## src/rtl/ram_port_master.sv

```systemverilog
// Initiator sequencer for one port of the multiport RAM: commands in, buffered read responses out.
// Optional fill engine, enabled by defining RAM_PORT_MASTER_FILL_EN.
//
// state | meaning
// RUN   | accept commands while response credit is available
// FILL  | write fill_value to every address, one per cycle, ascending
module ram_port_master #(
  parameter int ADDR_W    = 4,
  parameter int DATA_W    = 8,
  parameter int RSP_DEPTH = 4
) (
  input  logic              clk,
  input  logic              rst,
  input  logic              cmd_valid,
  output logic              cmd_ready,
  input  logic              cmd_we,
  input  logic [ADDR_W-1:0] cmd_addr,
  input  logic [DATA_W-1:0] cmd_wdata,
  output logic              rsp_valid,
  input  logic              rsp_ready,
  output logic [DATA_W-1:0] rsp_data,
  output logic [ADDR_W-1:0] ram_addr,
  output logic [DATA_W-1:0] ram_din,
  output logic              ram_we,
  input  logic [DATA_W-1:0] ram_dout,
  input  logic              fill_start,
  input  logic [DATA_W-1:0] fill_value,
  output logic              busy,
  output logic              fill_done
);

  localparam int CNT_W = $clog2(RSP_DEPTH + 1);
  localparam int PTR_W = $clog2(RSP_DEPTH);

  logic              p1, p2;
  logic [CNT_W-1:0]  fifo_count;
  logic [PTR_W-1:0]  rd_ptr, wr_ptr;
  logic [DATA_W-1:0] fifo_mem [RSP_DEPTH];
  logic              credit_ok, cmd_fire, push, pop;

  function automatic logic [PTR_W-1:0] next_ptr(input logic [PTR_W-1:0] p);
    return (p == PTR_W'(RSP_DEPTH - 1)) ? '0 : p + 1'b1;
  endfunction

  // Reads issued or sampled but not yet pushed already own a FIFO slot.
  assign credit_ok = (32'(fifo_count) + 32'(p1) + 32'(p2)) < 32'(RSP_DEPTH);
  assign cmd_fire  = cmd_valid && cmd_ready;
  assign push      = p2;
  assign rsp_valid = (fifo_count != '0);
  assign pop       = rsp_valid && rsp_ready;
  assign rsp_data  = rsp_valid ? fifo_mem[rd_ptr] : '0;

`ifdef RAM_PORT_MASTER_FILL_EN
  typedef enum logic {RUN, FILL} state_t;
  localparam logic [ADDR_W:0] FILL_ONE = 1;

  state_t            state;
  logic [ADDR_W:0]   fill_cnt;
  logic [DATA_W-1:0] fill_val;

  assign cmd_ready = (state == RUN) && !fill_start && credit_ok;

  always_ff @(posedge clk or posedge rst) begin
    if (rst) begin
      state     <= RUN;
      fill_cnt  <= '0;
      fill_val  <= '0;
      busy      <= 1'b0;
      fill_done <= 1'b0;
      ram_we    <= 1'b0;
      ram_addr  <= '0;
      ram_din   <= '0;
      p1        <= 1'b0;
      p2        <= 1'b0;
    end else begin
      ram_we    <= 1'b0;
      fill_done <= 1'b0;
      p1        <= 1'b0;
      p2        <= p1;
      case (state)
        RUN: begin
          if (fill_start) begin
            // Address 0 is written on the accept edge so FILL spans exactly 2^ADDR_W cycles.
            state    <= FILL;
            busy     <= 1'b1;
            fill_val <= fill_value;
            fill_cnt <= FILL_ONE;
            ram_we   <= 1'b1;
            ram_addr <= '0;
            ram_din  <= fill_value;
          end else if (cmd_fire) begin
            ram_we   <= cmd_we;
            ram_addr <= cmd_addr;
            ram_din  <= cmd_wdata;
            p1       <= !cmd_we;
          end
        end
        FILL: begin
          if (fill_cnt[ADDR_W]) begin
            state     <= RUN;
            busy      <= 1'b0;
            fill_done <= 1'b1;
          end else begin
            ram_we   <= 1'b1;
            ram_addr <= fill_cnt[ADDR_W-1:0];
            ram_din  <= fill_val;
            fill_cnt <= fill_cnt + 1'b1;
          end
        end
        default: state <= RUN;
      endcase
    end
  end
`else
  logic unused_fill;
  assign unused_fill = &{1'b0, fill_start, fill_value};
  assign cmd_ready   = credit_ok;
  assign busy        = 1'b0;
  assign fill_done   = 1'b0;

  always_ff @(posedge clk or posedge rst) begin
    if (rst) begin
      ram_we   <= 1'b0;
      ram_addr <= '0;
      ram_din  <= '0;
      p1       <= 1'b0;
      p2       <= 1'b0;
    end else begin
      ram_we <= 1'b0;
      p1     <= 1'b0;
      p2     <= p1;
      if (cmd_fire) begin
        ram_we   <= cmd_we;
        ram_addr <= cmd_addr;
        ram_din  <= cmd_wdata;
        p1       <= !cmd_we;
      end
    end
  end
`endif

  always_ff @(posedge clk or posedge rst) begin
    if (rst) begin
      fifo_count <= '0;
      rd_ptr     <= '0;
      wr_ptr     <= '0;
    end else begin
      if (push) wr_ptr <= next_ptr(wr_ptr);
      if (pop)  rd_ptr <= next_ptr(rd_ptr);
      case ({push, pop})
        2'b10:   fifo_count <= fifo_count + 1'b1;
        2'b01:   fifo_count <= fifo_count - 1'b1;
        default: fifo_count <= fifo_count;
      endcase
    end
  end

  always_ff @(posedge clk) begin
    if (push) fifo_mem[wr_ptr] <= ram_dout;
  end

endmodule

```

## config.mk

```make
export PLATFORM = sky130hd
export DESIGN_NAME = ram_port_master
export DESIGN_NICKNAME = d
export VERILOG_FILES = /design/src/rtl/ram_port_master.sv
export SDC_FILE = /design/constraint.sdc
export NUM_CORES = 1
export LEC_CHECK = 0
export ABC_AREA = 0
export CORE_AREA = 2 2 75 77
export DETAILED_ROUTE_END_ITERATION = 6
export DIE_AREA = 0 0 77 79
export GPL_TIMING_DRIVEN = 1
export PLACE_DENSITY = 0.74
export SETUP_SLACK_MARGIN = 0.15
export SYNTH_ARGS = -nofsm -noshare
export SYNTH_HDL_FRONTEND = slang
export SYNTH_SLANG_ARGS = --single-unit
```

## constraint.sdc

```tcl
create_clock -name clk -period 1.95 [get_ports clk]
set_input_delay 0.4875 -clock clk [delete_from_list [all_inputs] [get_ports clk]]
set_output_delay 0.4875 -clock clk [all_outputs]
set_load 0.02 [all_outputs]
```

# Yosys cells after proc, flatten, opt, wreduce, memory -nomap -nowiden
# Memories as Yosys holds them, arrays and structs flattened.
# Cells that the tools add are included.
[totals]
regBits = 22
ramBits = 32
input_bits = 34
memories = 1
[op_classes]
addsub = 6
order_cmp = 1
eq_ne = 4
mux = 8
reduce_logical = 5
[memory_table]
columns = ["name", "words", "word_bits", "read_ports", "rd_ports_with_merged_regs", "wr", "line_no", "source"]
rows = [
  ["fifo_mem", 4, 8, 1, 0, 1, "38", "logic [DATA_W-1:0] fifo_mem [RSP_DEPTH];"],
]
[op_table]
columns = ["op", "n"]
rows = [
  ["$mux W8", 1],
  ["$eq A2 B2 Y1 const B", 3],
  ["$pmux W3 S2", 1],
  ["$add A4 B1 Y5", 1],
  ["$lt A5 B3 Y1 const B", 1],
  ["$add A2 B1 Y2 const B", 2],
  ["$add A3 B1 Y4", 1],
  ["$mux W1", 4],
  ["$mux W2", 2],
  ["$add A3 B1 Y3 const B", 1],
  ["$reduce_bool A3 Y1", 1],
  ["$sub A3 B1 Y3 const B", 1],
  ["$eq A2 B1 Y1 const B", 1],
  ["$logic_and A1 B1 Y1", 2],
  ["$reduce_bool A2 Y1", 1],
  ["$logic_not A1 Y1", 1],
]

# Depth between registers and ports, before layout
[logic_depth]
ltp_word = 5
mapped_depth = 9
depth_no_buf = 8

# Worst setup path after synthesis
# No wires, ideal clock.
[synth_timing]
kind = "reg-to-reg"
from = "reg fifo_count[0]"
to = "reg fifo_count[2]"
arrival_ns = 1.856
required_time_ns = 1.825
slack_ns = -0.032
path_stages_with_launch = 10
n_path_buf = 1
path_cell_list = "dfrtp_1 or3_1 buf_2 and2_4 ha_1 inv_1 fa_1 xor2_1 nor2_1 xor2_1"
[synth_via]
elab_chain_len = 4
[synth_rtl]
columns = ["element", "line_no", "source"]
rows = [
  ["start: declaration", "36", "logic [CNT_W-1:0] fifo_count;"],
  ["start signal: assignment", "151", "2'b10: fifo_count <= fifo_count + 1'b1;"],
  ["start signal: assignment", "152", "2'b01: fifo_count <= fifo_count - 1'b1;"],
  ["start signal: assignment", "153", "default: fifo_count <= fifo_count;"],
  ["$reduce_bool A3 Y1 *", "49", "assign rsp_valid = (fifo_count != '0);"],
  ["net rsp_valid", "19", "output logic rsp_valid,"],
  ["$logic_and A1 B1 Y1 *", "50", "assign pop = rsp_valid && rsp_ready;"],
  ["net pop", "39", "logic credit_ok, cmd_fire, push, pop;"],
  ["$eq A2 B1 Y1 or $eq A2 B2 Y1 (tied branches)", "150", "case ({push, pop})"],
  ["$pmux W3 S2 or $reduce_bool A2 Y1 (tied branches)", "--", ""],
]
# The timed path passes the listed nets; every way through them passes the cells marked *.
# A chain may end at the register's enable or synchronous reset.

# Worst setup path in the final report
[layout_timing]
from = "reg rd_ptr[0]"
to = "out rsp_data[4]"
[layout_via]
elab_chain_len = 2
[layout_rtl]
columns = ["element", "line_no", "source"]
rows = [
  ["start: declaration", "37", "logic [PTR_W-1:0] rd_ptr, wr_ptr;"],
  ["start signal: assignment", "149", "if (pop) rd_ptr <= next_ptr(rd_ptr);"],
  ["$mem_v2 Z4 W8", "--", ""],
  ["$mux W8", "51", "assign rsp_data = rsp_valid ? fifo_mem[rd_ptr] : '0;"],
  ["end: declaration", "21", "output logic [DATA_W-1:0] rsp_data,"],
]
# Every way passes these cells.

==> results_dict.tcl <==
set metrics [dict create \
    hpwl_um 2870 \
    drt-total-wl_um 4270 \
    synth_compound_area_share_pct 1.41 \
    path_max_fanout 4 \
    synth_cell_types 26 \
    setup_tns_ns -2.07 \
    whs_path_depth 0 \
    synthMuxAreaShare_pct 16.0 \
    clock-sinks 54 \
    grt_pass1_wl_um 7150 \
    groute.usage.overall_pct 15.4 \
    start_util_pct 41.6 \
    synth_fa_ha_area_share_pct 4.84 \
    max_freq_ghz 0.464 \
    core_area_um2 5340 \
    rsz0062_at_grt "yes" \
    min_to "p2" \
    num-fill-cells 424 \
    overflow 0 \
    ys.warnings.count 0 \
    ys_seq_area_share_pct 68.0 \
    path_clk_slew_ns 0.10 \
    synth_area_leaders "edfxtp_1, dfrtp_1, mux4_2, mux2_2, ha_1" \
    maxSlewViolCount 0 \
    grt_pass1_vias 1474 \
    layout-drive-gt1-share_pct 39.0 \
    num_rows 27 \
    grt_start_max_net_pins 23 \
    grt_antenna_before_repair 0 \
    vias_per_cell 4.80 \
    postRouteAntennaNets 0 \
    globalplace.congestion 0.684 \
    ys_seq_elements 54 \
    fin_ws_ns -0.206 \
    hold_viol_final 0 \
    synth.top_cell.area_share_pct 43.2 \
    ios 59 \
    status "complete, but fails checks" \
    drc_errors 0 \
    r2r_end "ram_din[2]" \
    num_vias 1305 \
    hold_start "p1" \
    insertion_delay_ns 0.31 \
    routedWlPerCell_um 15.7 \
    reg2reg_from "fifo_count[0]" \
    hp-class "register to register" \
    fin_nets 241 \
    n_antenna_cell 0 \
    first_pass_iters 4 \
    cts_hold_buf 0 \
    min_period_ns 2.16 \
    rr_worst_depth 9 \
    crit_path_end_kind "output pin" \
    finalSetupViolCount 21 \
    path_class "register to output pin" \
    post-place-ws_ns -0.269 \
    port_buffers 47 \
    cts_root_buf "clkbuf_8" \
    finalCritPeriodShare_pct 111 \
    h-tree-depth 2 \
    p_leak_nw 1.42 \
    peakVddDrop_v 0.000784 \
    synth_xor_xnor_area_share_pct 1.18 \
    syn_area_per_cell_um2 17.4 \
    violations "negative setup slack" \
    cts_tree "built" \
    dieWidth_um 77 \
    synth_top_family_by_area "multiplexers" \
    maxCapViolCount 0 \
    r2r_setup_slack_ns -0.05 \
    clockBufferDepth 2 \
    cts_made_buffers 5 \
    skew_ns 0.00969 \
    worstPathArrival_ns 1.67 \
    cp-start-kind "register" \
    die_y_um 79 \
    drt-initial-drc-count 43 \
    dieArea_um2 6080 \
    synthSimpleGateAreaFrac_pct 5.69 \
    synth_area_um2 2220 \
    syn_inst 128 \
    p_per_area_nw_per_um2 1510 \
    cp.required_ns 1.46 \
    synth_top_cell_by_area "edfxtp_1" \
    timing.critical_path.from "rd_ptr[0]" \
    area_delta_synth_final_pct 46.7 \
]
## critical path, cell delays in order (launching register included)
cell	delay, ns
dfrtp_1	0.44
buf_6	0.15
mux4_2	0.50
and2_4	0.15
buf_6	0.12
## cells by family after synthesis
group / count (synthesis)
AOI/OAI and AO/OA: 5
xor gates and xnor gates: 3
adders and majority gates: 8
buffers and inverters: 13
DFF: 54
muxes: 23
other: 1
and+or+nand+nor: 21
## layer usage
metal | track usage, % | share of wire [%] | wire, µm
met5 | 0 | 0 | 0
met3 | 5.11 | 5.7 | 243
met1 | 17.8 | 41 | 1760
met4 | 3.75 | 1.0 | 44
met2 | 27.9 | 52 | 2220
## where the power goes
group          internal, mW  switching (mW)  total (mW)
registers              1.47           0.190        1.66
logic                  1.48            1.01        2.49
clock network         0.389           0.378       0.767
## final cells by class
cell class,count,area [µm²],area share [%]
Inverter,7,26.3,0.806
Timing Repair Buffer,68,741,22.7
Tap cell,72,90.1,2.76
Clock buffer,5,68.8,2.11
Sequential cell,54,1510,46.4
Multi-Input combinational cell,63,774,23.8
Clock inverter,3,47.5,1.46
## cells in the final DEF, fill, tap and decap left out, drive strengths merged
master and instances:
conb 2, and2 14, nand2b 1, clkdlybuf4s50 24, or3 3, nor2b 1
nand2 1, ha 7, edfxtp 32, clkinv 1, bufinv 1, xor2 2
nor2 2, mux2 14, dlygate4sd2 1, a21o 1, a21oi 2, mux2i 1
fa 1, inv 8, mux4 8, clkbuf 5, buf 31, dfrtp 22
o21ai 2, dlymetal6s2s 12, xnor2 1
## repair_timing
item | 4_1_cts | 5_1_grt
cloned | 2 | 0
pin swaps | 13 | 2
setup endpoints to repair | 24 | 36
resized for setup | 92 | 14
setup buffers | 6 | 1
## sequential cells by signal (all words and copies together), names as in the netlist
signal      flops
fifo_count      3
fifo_mem       32
p1              1
p2              1
ram_addr        4
ram_din         8
ram_we          1
rd_ptr          2
wr_ptr          2
## per-stage QoR
stage,utilization [%],hold slack [ns],power (mW),instance area [µm²],cells
after detailed placement,53.9,0.376,3.71,2880,255
after global routing,61.1,0.415,5.21,3260,272
final,61.1,0.403,4.92,3260,272
after floorplan,-,0.354,2.82,2250,129
after CTS,60.0,0.408,4.96,3200,271
after global placement,53.9,0.361,3.63,2880,255
## cell usage after synthesis
master and count:
a21o_1 1, mux2_4 2, o21ai_0 2, or3_1 2, clkbuf_1 1, a21oi_2 1
nand2_1 1, dfrtp_1 22, xnor2_1 1, buf_4 2, buf_2 3, ha_1 7
mux2_2 12, nor2b_1 1, mux2i_1 1, xor2_1 2, fa_1 1, conb_1 1
nor2_1 2, and2_4 1, a21oi_1 1, edfxtp_1 32, nand2b_1 1, inv_1 7
mux4_2 8, and2_1 13
## worst max-delay path by stage
stage,endpoint,slack [ns],cells past startpoint
finish,rsp_data[4],-0.21,4
global route,rsp_data[6],-0.27,4
CTS,rsp_data[4],-0.23,4
detailed placement,rsp_data[1],-0.27,4
global placement,rsp_data[2],-0.25,4
floorplan,fifo_count[2],0.06,9
Note: power is estimated with default switching activity, not from simulation.
